==> src/rtl/rf_wb_sched_pkg.sv <==
// Shared constants for the register-file write-back scheduler.
// Requester indices select bits of the arbiter request/grant vectors.
package rf_pkg;
  localparam int DATA_W   = 8;
  localparam int ADDR_W   = 3;
  localparam int NUM_REGS = 1 << ADDR_W;
  localparam int REQ_ALU  = 0;
  localparam int REQ_MEM  = 1;
endpackage

==> src/rtl/rf_wb_sched_if.sv <==
// Bundle of producer, issue and register-file-port signals for rf_wb_sched.
// sb_err exists only when RF_SB_CHECK_EN is defined.
interface rf_wb_sched_if;
  import rf_pkg::*;

  logic              alu_valid;
  logic              alu_ready;
  logic [ADDR_W-1:0] alu_rd;
  logic [DATA_W-1:0] alu_data;
  logic              mem_valid;
  logic              mem_ready;
  logic [ADDR_W-1:0] mem_rd;
  logic [DATA_W-1:0] mem_data;
  logic              issue_valid;
  logic [ADDR_W-1:0] issue_rd;
  logic [ADDR_W-1:0] rs1;
  logic [ADDR_W-1:0] rs2;
  logic              stall;
  logic              RegWrite;
  logic [ADDR_W-1:0] Register_Destination;
  logic [DATA_W-1:0] wb_data;
  logic [NUM_REGS-1:0] busy_vec;
`ifdef RF_SB_CHECK_EN
  logic              sb_err;
`endif

  modport master (
    output alu_valid, alu_rd, alu_data, mem_valid, mem_rd, mem_data,
           issue_valid, issue_rd, rs1, rs2,
    input  alu_ready, mem_ready, stall, RegWrite, Register_Destination,
           wb_data, busy_vec
`ifdef RF_SB_CHECK_EN
    , input sb_err
`endif
  );

  modport slave (
    input  alu_valid, alu_rd, alu_data, mem_valid, mem_rd, mem_data,
           issue_valid, issue_rd, rs1, rs2,
    output alu_ready, mem_ready, stall, RegWrite, Register_Destination,
           wb_data, busy_vec
`ifdef RF_SB_CHECK_EN
    , output sb_err
`endif
  );
endinterface

==> src/rtl/rf_wb_sched_rr_arb2.sv <==
// Two-way round-robin arbiter; the pointer names the requester that wins a tie
// and flips to the other requester after every granted transfer.
module rr_arb2
  import rf_pkg::*;
(
  input  logic       clk,
  input  logic       rst,
  input  logic [1:0] req,
  input  logic       advance,
  output logic [1:0] gnt
);
  logic ptr_q, ptr_d;

  always_comb begin
    gnt = 2'b00;
    if (req == 2'b11) begin
      gnt[REQ_MEM] = ptr_q;
      gnt[REQ_ALU] = ~ptr_q;
    end else begin
      gnt = req;
    end
  end

  always_comb begin
    ptr_d = ptr_q;
    if (advance) ptr_d = gnt[REQ_ALU];
  end

  always_ff @(posedge clk or posedge rst) begin
    if (rst) ptr_q <= 1'b0;
    else     ptr_q <= ptr_d;
  end
endmodule

==> src/rtl/rf_wb_sched.sv <==
// Write-back scheduler: shares the register-file write port between ALU and
// load results and stalls issue on RAW/WAW hazards. Optional RF_SB_CHECK_EN adds sb_err.
module rf_wb_sched
  import rf_pkg::*;
(
  input  logic          clk,
  input  logic          rst,
  rf_wb_sched_if.slave  bus
);
  logic [1:0]          req, gnt;
  logic                xfer;
  logic                issue_acc;
  logic                we_q, we_d;
  logic [ADDR_W-1:0]   dst_q, dst_d;
  logic [DATA_W-1:0]   data_q, data_d;
  logic [NUM_REGS-1:0] busy_q, busy_d;

  assign req = {bus.mem_valid, bus.alu_valid};

  rr_arb2 u_arb (
    .clk     (clk),
    .rst     (rst),
    .req     (req),
    .advance (xfer),
    .gnt     (gnt)
  );

  assign bus.alu_ready = gnt[REQ_ALU] & ~rst;
  assign bus.mem_ready = gnt[REQ_MEM] & ~rst;
  assign xfer          = (|gnt) & ~rst;

  // Hazard check sees registered busy only, so a RAW read waits until after RegWrite.
  assign bus.stall = bus.issue_valid &
                     (busy_q[bus.rs1] | busy_q[bus.rs2] | busy_q[bus.issue_rd]);
  assign issue_acc = bus.issue_valid & ~bus.stall;

  always_comb begin
    we_d   = xfer;
    dst_d  = dst_q;
    data_d = data_q;
    if (xfer && gnt[REQ_MEM]) begin
      dst_d  = bus.mem_rd;
      data_d = bus.mem_data;
    end else if (xfer) begin
      dst_d  = bus.alu_rd;
      data_d = bus.alu_data;
    end
  end

  // Clear applied before set so an issue to the register being written keeps it busy.
  always_comb begin
    busy_d = busy_q;
    if (we_q)      busy_d[dst_q]        = 1'b0;
    if (issue_acc) busy_d[bus.issue_rd] = 1'b1;
  end

  always_ff @(posedge clk or posedge rst) begin
    if (rst) begin
      we_q   <= 1'b0;
      dst_q  <= '0;
      data_q <= '0;
      busy_q <= '0;
    end else begin
      we_q   <= we_d;
      dst_q  <= dst_d;
      data_q <= data_d;
      busy_q <= busy_d;
    end
  end

  assign bus.RegWrite             = we_q;
  assign bus.Register_Destination = dst_q;
  assign bus.wb_data              = data_q;
  assign bus.busy_vec             = busy_q;

`ifdef RF_SB_CHECK_EN
  logic sb_err_q, sb_err_d;

  always_comb begin
    sb_err_d = sb_err_q;
    if (we_q && !busy_q[dst_q]) sb_err_d = 1'b1;
  end

  always_ff @(posedge clk or posedge rst) begin
    if (rst) sb_err_q <= 1'b0;
    else     sb_err_q <= sb_err_d;
  end

  assign bus.sb_err = sb_err_q;
`endif
endmodule

==> src/flat_wrapper.sv <==
// flat-port wrapper written by rule: the top's interface ports become plain ports
module rf_wb_sched_flat import rf_pkg::*;
  (clk, rst, bus_alu_valid, bus_alu_rd, bus_alu_data, bus_mem_valid, bus_mem_rd, bus_mem_data, bus_issue_valid, bus_issue_rd, bus_rs1, bus_rs2, bus_alu_ready, bus_mem_ready, bus_stall, bus_RegWrite, bus_Register_Destination, bus_wb_data, bus_busy_vec);
  rf_wb_sched_if bus_i ();
  input  logic clk;
  input  logic rst;
  input wire logic [$bits(bus_i.alu_valid)-1:0] bus_alu_valid;
  input wire logic [$bits(bus_i.alu_rd)-1:0] bus_alu_rd;
  input wire logic [$bits(bus_i.alu_data)-1:0] bus_alu_data;
  input wire logic [$bits(bus_i.mem_valid)-1:0] bus_mem_valid;
  input wire logic [$bits(bus_i.mem_rd)-1:0] bus_mem_rd;
  input wire logic [$bits(bus_i.mem_data)-1:0] bus_mem_data;
  input wire logic [$bits(bus_i.issue_valid)-1:0] bus_issue_valid;
  input wire logic [$bits(bus_i.issue_rd)-1:0] bus_issue_rd;
  input wire logic [$bits(bus_i.rs1)-1:0] bus_rs1;
  input wire logic [$bits(bus_i.rs2)-1:0] bus_rs2;
  output wire logic [$bits(bus_i.alu_ready)-1:0] bus_alu_ready;
  output wire logic [$bits(bus_i.mem_ready)-1:0] bus_mem_ready;
  output wire logic [$bits(bus_i.stall)-1:0] bus_stall;
  output wire logic [$bits(bus_i.RegWrite)-1:0] bus_RegWrite;
  output wire logic [$bits(bus_i.Register_Destination)-1:0] bus_Register_Destination;
  output wire logic [$bits(bus_i.wb_data)-1:0] bus_wb_data;
  output wire logic [$bits(bus_i.busy_vec)-1:0] bus_busy_vec;
  assign bus_i.alu_valid = bus_alu_valid;
  assign bus_i.alu_rd = bus_alu_rd;
  assign bus_i.alu_data = bus_alu_data;
  assign bus_i.mem_valid = bus_mem_valid;
  assign bus_i.mem_rd = bus_mem_rd;
  assign bus_i.mem_data = bus_mem_data;
  assign bus_i.issue_valid = bus_issue_valid;
  assign bus_i.issue_rd = bus_issue_rd;
  assign bus_i.rs1 = bus_rs1;
  assign bus_i.rs2 = bus_rs2;
  assign bus_alu_ready = bus_i.alu_ready;
  assign bus_mem_ready = bus_i.mem_ready;
  assign bus_stall = bus_i.stall;
  assign bus_RegWrite = bus_i.RegWrite;
  assign bus_Register_Destination = bus_i.Register_Destination;
  assign bus_wb_data = bus_i.wb_data;
  assign bus_busy_vec = bus_i.busy_vec;
  rf_wb_sched u_core (.clk(clk), .rst(rst), .bus(bus_i));
endmodule
==> config.mk <==
export PLATFORM = sky130hd
export DESIGN_NAME = rf_wb_sched_flat
export DESIGN_NICKNAME = d
export VERILOG_FILES = /design/src/rtl/rf_wb_sched_pkg.sv /design/src/rtl/rf_wb_sched_if.sv /design/src/rtl/rf_wb_sched_rr_arb2.sv /design/src/rtl/rf_wb_sched.sv /design/src/flat_wrapper.sv
export SDC_FILE = /design/constraint.sdc
export NUM_CORES = 1
export LEC_CHECK = 0
export CAP_MARGIN = 20
export CORE_ASPECT_RATIO = 0.8
export CORE_MARGIN = 2
export CORE_UTILIZATION = 38
export CTS_BUF_LIST = sky130_fd_sc_hd__clkbuf_2 sky130_fd_sc_hd__clkbuf_4 sky130_fd_sc_hd__clkbuf_8
export CTS_CLUSTER_DIAMETER = 50
export DETAILED_ROUTE_END_ITERATION = 7
export PLACE_DENSITY = 0.87
export SETUP_SLACK_MARGIN = 0.1
export SYNTH_ARGS = -nofsm -noshare
export SYNTH_HDL_FRONTEND = slang
export SYNTH_HIERARCHICAL = 1
export SYNTH_SLANG_ARGS = --single-unit
==> constraint.sdc <==
create_clock -name clk -period 2.3 [get_ports clk]
set_clock_uncertainty 0.15 [all_clocks]
set_input_delay 0.46 -clock clk [delete_from_list [all_inputs] [get_ports clk]]
set_output_delay 0.46 -clock clk [all_outputs]
set_load 0.03 [all_outputs]
==> results of run 1 <==
## metrics by stage
| step | util (%) | power (mW) | worst slack [ns] |
|---|---|---|---|
| 6_report | 68.0 | 2.10 | -0.332 |
| 5_1_grt | 68.0 | 2.22 | -0.360 |
| 4_1_cts | 67.5 | 2.09 | -0.334 |
| 3_5_place_dp | 65.8 | 1.83 | -1.17 |
| 3_3_place_gp | 65.8 | 1.79 | -1.15 |
| 2_1_floorplan | - | 1.25 | -0.0849 |
## final cells by class
| class | instances | area [um^2] | area share, % |
|---|---|---|---|
| Clock buffer | 4 | 48.8 | 2.28 |
| Timing Repair Buffer | 81 | 742 | 34.6 |
| Multi-Input combinational cell | 92 | 742 | 34.6 |
| Sequential cell | 21 | 536 | 25.0 |
| Tap cell | 40 | 50.0 | 2.33 |
| Inverter | 6 | 26.3 | 1.23 |
## layer usage
layer | vias up | share of wire [%] | GRT usage, %
li1 | 616 | - | -
met1 | 620 | 44 | 28.6
met2 | 65 | 46 | 34.6
met3 | 6 | 8.8 | 4.45
met4 | 0 | 1.0 | 5.88
met5 | - | 0 | 0
## worst max-delay path: stages, from the launching register on
cell,delay [ns]
dfrtp_2,0.41
mux4_2,0.48
mux2_4,0.28
a211o_4,0.27
o21a_4,0.20
buf_6,0.13
## report_power, final
part / switching (mW) / total, mW / leakage, nW / internal [mW]
registers: 0.0916 / 0.595 / 0.248 / 0.504
clock network: 0.109 / 0.244 / 0.0262 / 0.135
logic: 0.645 / 1.26 / 0.689 / 0.614
## path summary, 6_finish.rpt
check | depth (start not counted) | start | endpoint
setup / recovery | 5 | u_core/bus.busy_vec[7] | bus_stall
max in group asynchronous | 3 | rst | u_core/bus.busy_vec[2]
min in group clk | 1 | u_core/u_arb/ptr_q | u_core/u_arb/ptr_q
setup reg to reg | 5 | u_core/bus.busy_vec[7] | u_core/bus.busy_vec[7]
hold reg to reg | 1 | u_core/u_arb/ptr_q | u_core/u_arb/ptr_q
hold / removal | 2 | rst | u_core/u_arb/ptr_q
## timing repair
item,in CTS,in global routing
resized for setup,16,5
pin swaps,0,0
endpoints found under the setup margin,7,3
## logic make-up after synthesis
| family | synth area share [%] |
|---|---|
| compound gates | 21.6 |
| simple gates | 12.3 |
| mux | 22.0 |
| flops | 41.0 |
| buf+inv | 3.22 |
## placed cells by master, fill, tap and decap left out, types with 2 or more instances in the layout
| cell type | n |
|---|---|
| a21boi_2 | 2 |
| dfrtp_2 | 8 |
| buf_4 | 25 |
| dfrtp_1 | 13 |
| inv_1 | 5 |
| clkdlybuf4s50_1 | 52 |
| nand3_1 | 3 |
| dlygate4sd2_1 | 2 |
| nand2_1 | 15 |
| a32o_1 | 2 |
| o21ai_0 | 16 |
| mux2_4 | 3 |
| mux4_2 | 2 |
| mux2i_1 | 18 |
| clkbuf_8 | 3 |
| nor2b_1 | 3 |
| nand2b_1 | 4 |
| o41ai_2 | 4 |
| nor2_1 | 3 |
## flip-flops by register name, summed over array words and instances, names as in the netlist
name                             cells
u_core/bus.RegWrite                  1
u_core/bus.wb_data                   8
u_core/bus.busy_vec                  8
u_core/bus.Register_Destination      3
u_core/u_arb/ptr_q                   1
==> metrics.yaml, run 1 <==
wirelength_um: 3810
stdcell_area_um2: 2140
num_rows: 18
antenna_found_initial: 0
firstDrtPassIters: 5
wl_per_cell_um: 15.6
max_slew_margin_pct: 78.0
dp.cells: 240
drt-initial-drc-count: 38
die-area_um2: 3860
reg2reg_slack_ns: 0.23
die_h_um: 56.0
synth_area_leaders: "dfrtp_1 41%, mux2i_1 14%, o21ai_0 6.2%"
clock_path_buffers: 2
path_class: "reg2out"
grtUsageTotal_pct: 21.3
root_buffer: "clkbuf_8"
synth-seq-cells: 21
drv_cap: 0
hold_violations: 0
nets: 241
crit_path_start_kind: "flip-flop"
fillers: 243
yosysUniqueCellTypes: 31
dr_total_vias: 1307
timing.setup.tns_ns: -0.332
synth-edff-count: 0
pin_count: 59
initial_utilization_pct: 40.7
yosysMostFrequentCell: "dfrtp_1"
gp_congestion: 1.03
grt_pass1_vias: 1382
synth_cells: 124
fp.dieW_um: 69.0
dpl-instance-area_um2: 2080
powerDensity_nw_per_um2: 978
holdCritPathClass: "in2async"
cts_buffers: 3
setup-violations-final: 1
synth_nets: 160
synth_top_flop_cell: "dfrtp_1"
syn_to_final_growth_pct: 67.2
ctsHoldBuffers: 0
cts_tree: "yes"
drc_errors: 0
slew_violations: 0
ys_top_cells_by_count: "21 x dfrtp_1, 18 x mux2i_1, 16 x o21ai_0"
worst_pin_slew_ns: 0.329
fin_crit_ns: 2.63
portBuffers: 58
period_share_pct: 114
cp_max_fo: 2
ir_drop_uv: 564
crit_path_end_kind: "output pin"
clock-sinks: 21
ant_nets: 0
ys_async_sr_fraction_pct: 100
htree_num_levels: 1
yosysWarnings: 6
overflow: 0
yosys.area.top_type: "dfrtp_1"
leakagePower_nw: 0.963
required_ns: 1.69
crit_arrival_ns: 2.02
syn_area_um2: 1280
grt_max_degree: 23
grt_pass1_wl_um: 6300
synth_top_area_share_pct: 41.0
max_freq_mhz: 380
ys_seq_area_share_pct: 41.0
clock_latency_ns: 0.25
core_um2: 3150
clkTransAtPathRegs_ns: 0.07
via_per_inst: 5.36
antenna_cells: 0
avgSynthCellArea_um2: 10.3
fin_cells: 244
post-cts-setup-buffer-count: 0
layout-drive-gt1-share_pct: 27.9
rsz0062_at_grt: "true"
hpwlAfterDp_um: 3040
holdWs_ns: 0.359
violations: "setup timing"
status: "finished with violations"
fin_ws_ns: -0.332
No activity file was read; power rests on OpenSTA's default activity.
==> run 2: changes to the inputs <==
--- a/config.mk
+++ b/config.mk
@@ -5,14 +5,14 @@
 export SDC_FILE = /design/constraint.sdc
 export NUM_CORES = 1
 export LEC_CHECK = 0
-export CAP_MARGIN = 20
+export CAP_MARGIN = 15
 export CORE_ASPECT_RATIO = 0.8
 export CORE_MARGIN = 2
-export CORE_UTILIZATION = 38
+export CORE_UTILIZATION = 35
 export CTS_BUF_LIST = sky130_fd_sc_hd__clkbuf_2 sky130_fd_sc_hd__clkbuf_4 sky130_fd_sc_hd__clkbuf_8
 export CTS_CLUSTER_DIAMETER = 50
 export DETAILED_ROUTE_END_ITERATION = 7
-export PLACE_DENSITY = 0.87
+export PLACE_DENSITY = 0.72
 export SETUP_SLACK_MARGIN = 0.1
 export SYNTH_ARGS = -nofsm -noshare
 export SYNTH_HDL_FRONTEND = slang
==> metrics.yaml, run 2 (synthesis gave the netlist of run 1 again) <==
status: "finished with violations"  # unchanged
violations: "setup timing"  # unchanged
wirelength_um: 3730  # was 3810 um
final_common_cell: "clkdlybuf4s50_1"  # unchanged
grt_pass1_vias: 1285  # was 1382
drc_errors: 0  # unchanged
cts_tree: "yes"  # unchanged
rsz0062_at_grt: "true"  # unchanged
overflow: 0  # unchanged
critPathBufInv: 1  # unchanged
reg2reg_slack_ns: 0.23  # about the same
reg2reg_depth: 5  # unchanged
clock_path_buffers: 2  # unchanged
cp.depth: 5  # unchanged
p_seq_share_pct: 28.3  # was 28.4%
period_share_pct: 115  # was 114%
pin_count: 59  # unchanged
drv_cap: 0  # unchanged
grtUsageTotal_pct: 18.8  # was 21.3%
power_mw: 2.11  # was 2.10 mW
max_stage_delay_ns: 0.48  # about the same
crit-reg2reg-launch: "u_core/bus.busy_vec[5]"  # was u_core/bus.busy_vec[7]
wl_per_cell_um: 15.0  # was 15.6 um
syn_to_final_growth_pct: 68.4  # was 67.2%
fp.dieW_um: 71.7  # was 69.0 um
dr_total_vias: 1243  # was 1307
portBuffers: 58  # unchanged
endpoint: "bus_stall"  # unchanged
core_um2: 3470  # was 3150 um^2
nets: 244  # was 241
num_rows: 19  # was 18
setup-violations-final: 1  # unchanged
final_cell_mix: "51 x clkdlybuf4s50_1, 27 x buf_4, 18 x mux2i_1"  # was 52 x clkdlybuf4s50_1, 25 x buf_4, 18 x mux2i_1
clock_latency_ns: 0.25  # about the same
slew_violations: 0  # unchanged
worst_pin_slew_ns: 0.329  # about the same
firstDrtPassIters: 4  # was 5
cp_cell_sequence: "mux4_2, mux2_4, a211o_4, o21a_4, buf_6"  # unchanged
hold_violations: 0  # unchanged
fillers: 278  # was 243
r2r_end: "u_core/bus.busy_vec[7]"  # unchanged
gp_congestion: 0.883  # was 1.03
die-area_um2: 4170  # was 3860 um^2
max_slew_margin_pct: 78.0  # about the same
dpl-instance-area_um2: 2080  # about the same
stdcell_area_um2: 2160  # was 2140 um^2
drt-initial-drc-count: 44  # was 38
crit_path_end_kind: "output pin"  # unchanged
clkTransAtPathRegs_ns: 0.07  # about the same
htree_num_levels: 1  # unchanged
grt_max_degree: 23  # unchanged
critPathSlowestCell: "mux4_2"  # unchanged
swShare_pct: 40.1  # was 40.3%
grt_pass1_wl_um: 6070  # was 6300 um
ir_drop_uv: 612  # was 564 uV
layout-drive-gt1-share_pct: 26.6  # was 27.9%
required_ns: 1.69  # about the same
via_per_inst: 4.99  # was 5.36
path_class: "reg2out"  # unchanged
die_h_um: 58.1  # was 56.0 um
antenna_found_initial: 0  # unchanged
ant_nets: 0  # unchanged
path_delay_family: "multiplexers"  # unchanged
fin_ws_ns: -0.342  # was -0.332 ns
fin_crit_ns: 2.64  # was 2.63 ns
power.switching_mw: 0.845  # was 0.846 mW
initial_utilization_pct: 37.0  # was 40.7%
clock-sinks: 21  # unchanged
antenna_cells: 0  # unchanged
worstSetupStartpoint: "u_core/bus.busy_vec[5]"  # was u_core/bus.busy_vec[7]
power.internal_mw: 1.26  # was 1.25 mW
pre_cts_ws_ns: -1.15  # was -1.17 ns
root_buffer: "clkbuf_8"  # unchanged
final_util_pct: 62.2  # was 68.0%
cts_buffers: 3  # unchanged
max_freq_mhz: 378  # was 380 MHz
cp_max_fo: 2  # unchanged
crit_path_start_kind: "flip-flop"  # unchanged
powerDensity_nw_per_um2: 977  # was 978 nW/um^2
p_comb_share_pct: 59.9  # was 60.0%
crit_arrival_ns: 2.03  # was 2.02 ns
holdCritPathClass: "in2async"  # unchanged
leakagePower_nw: 0.980  # was 0.963 nW
hpwlAfterDp_um: 2970  # was 3040 um
p_clk_share_pct: 11.8  # was 11.6%
run 2: cell count changes in the layout (fill, tap and decap cells not counted), sizes merged:
cell,change
buf,+2
clkdlybuf4s50,-1
dlymetal6s2s,+1
dlygate4sd3,+1
run 2: power by group through the flow:
stage	registers, mW	logic [mW]	clock network [mW]
2_1_floorplan	0.854	0.396	0
3_3_place_gp	0.597	1.22	0
3_5_place_dp	0.605	1.23	0
4_1_cts	0.599	1.25	0.256
5_1_grt	0.612	1.34	0.274
6_report	0.596	1.26	0.249
run 2: repair_timing:
action,CTS,global route
gates cloned,0,0
endpoints found under the hold margin,0,1
pin swaps,0,0
setup buffers,1,1
endpoints found under the setup margin,7,2
gates resized for setup,15,3
hold buffers,0,1
run 2: routing by layer:
layer,global-route usage [%],up-vias,part of all wire [%],routed length [um]
met4,4.85,0,0.24,9
met3,4.52,2,8.4,314
met1,23.7,572,44,1630
li1,-,618,-,-
met2,32.5,51,47,1770
met5,0,-,0,0
run 2: area by class of cell:
class                   count  area (um^2)  share of cell area (%)
inverters                   6         26.3                    1.22
clock buffers               4         48.8                    2.26
flip-flops and latches     21          536                    24.8
repair buffers             84          769                    35.6
multi-input cells          92          727                    33.7
well taps                  42         52.6                    2.43
run 2: tightest hold or removal path, stage by stage:
cell,delay (ns)
dlymetal6s2s_1,0.19
clkinvlp_4,0.09
buf_4,0.26
run 2: metrics by stage:
step                setup TNS, ns  hold WS, ns  std cells
global placement            -3.06        0.392        242
global route               -0.389        0.243        249
floorplan                 -0.0849       0.0387        124
CTS                        -0.341        0.312        247
finish                     -0.342        0.213        249
detailed placement          -3.06        0.405        242
run 2: worst min path at each step:
stage / end / slack, ns
final: u_core/bus.busy_vec[5] / 0.21
after global routing: u_core/bus.busy_vec[4] / 0.24
after CTS: u_core/u_arb/ptr_q / 0.31
after detailed placement: u_core/u_arb/ptr_q / 0.40
after global placement: u_core/u_arb/ptr_q / 0.39
after floorplan: u_core/u_arb/ptr_q / 0.04
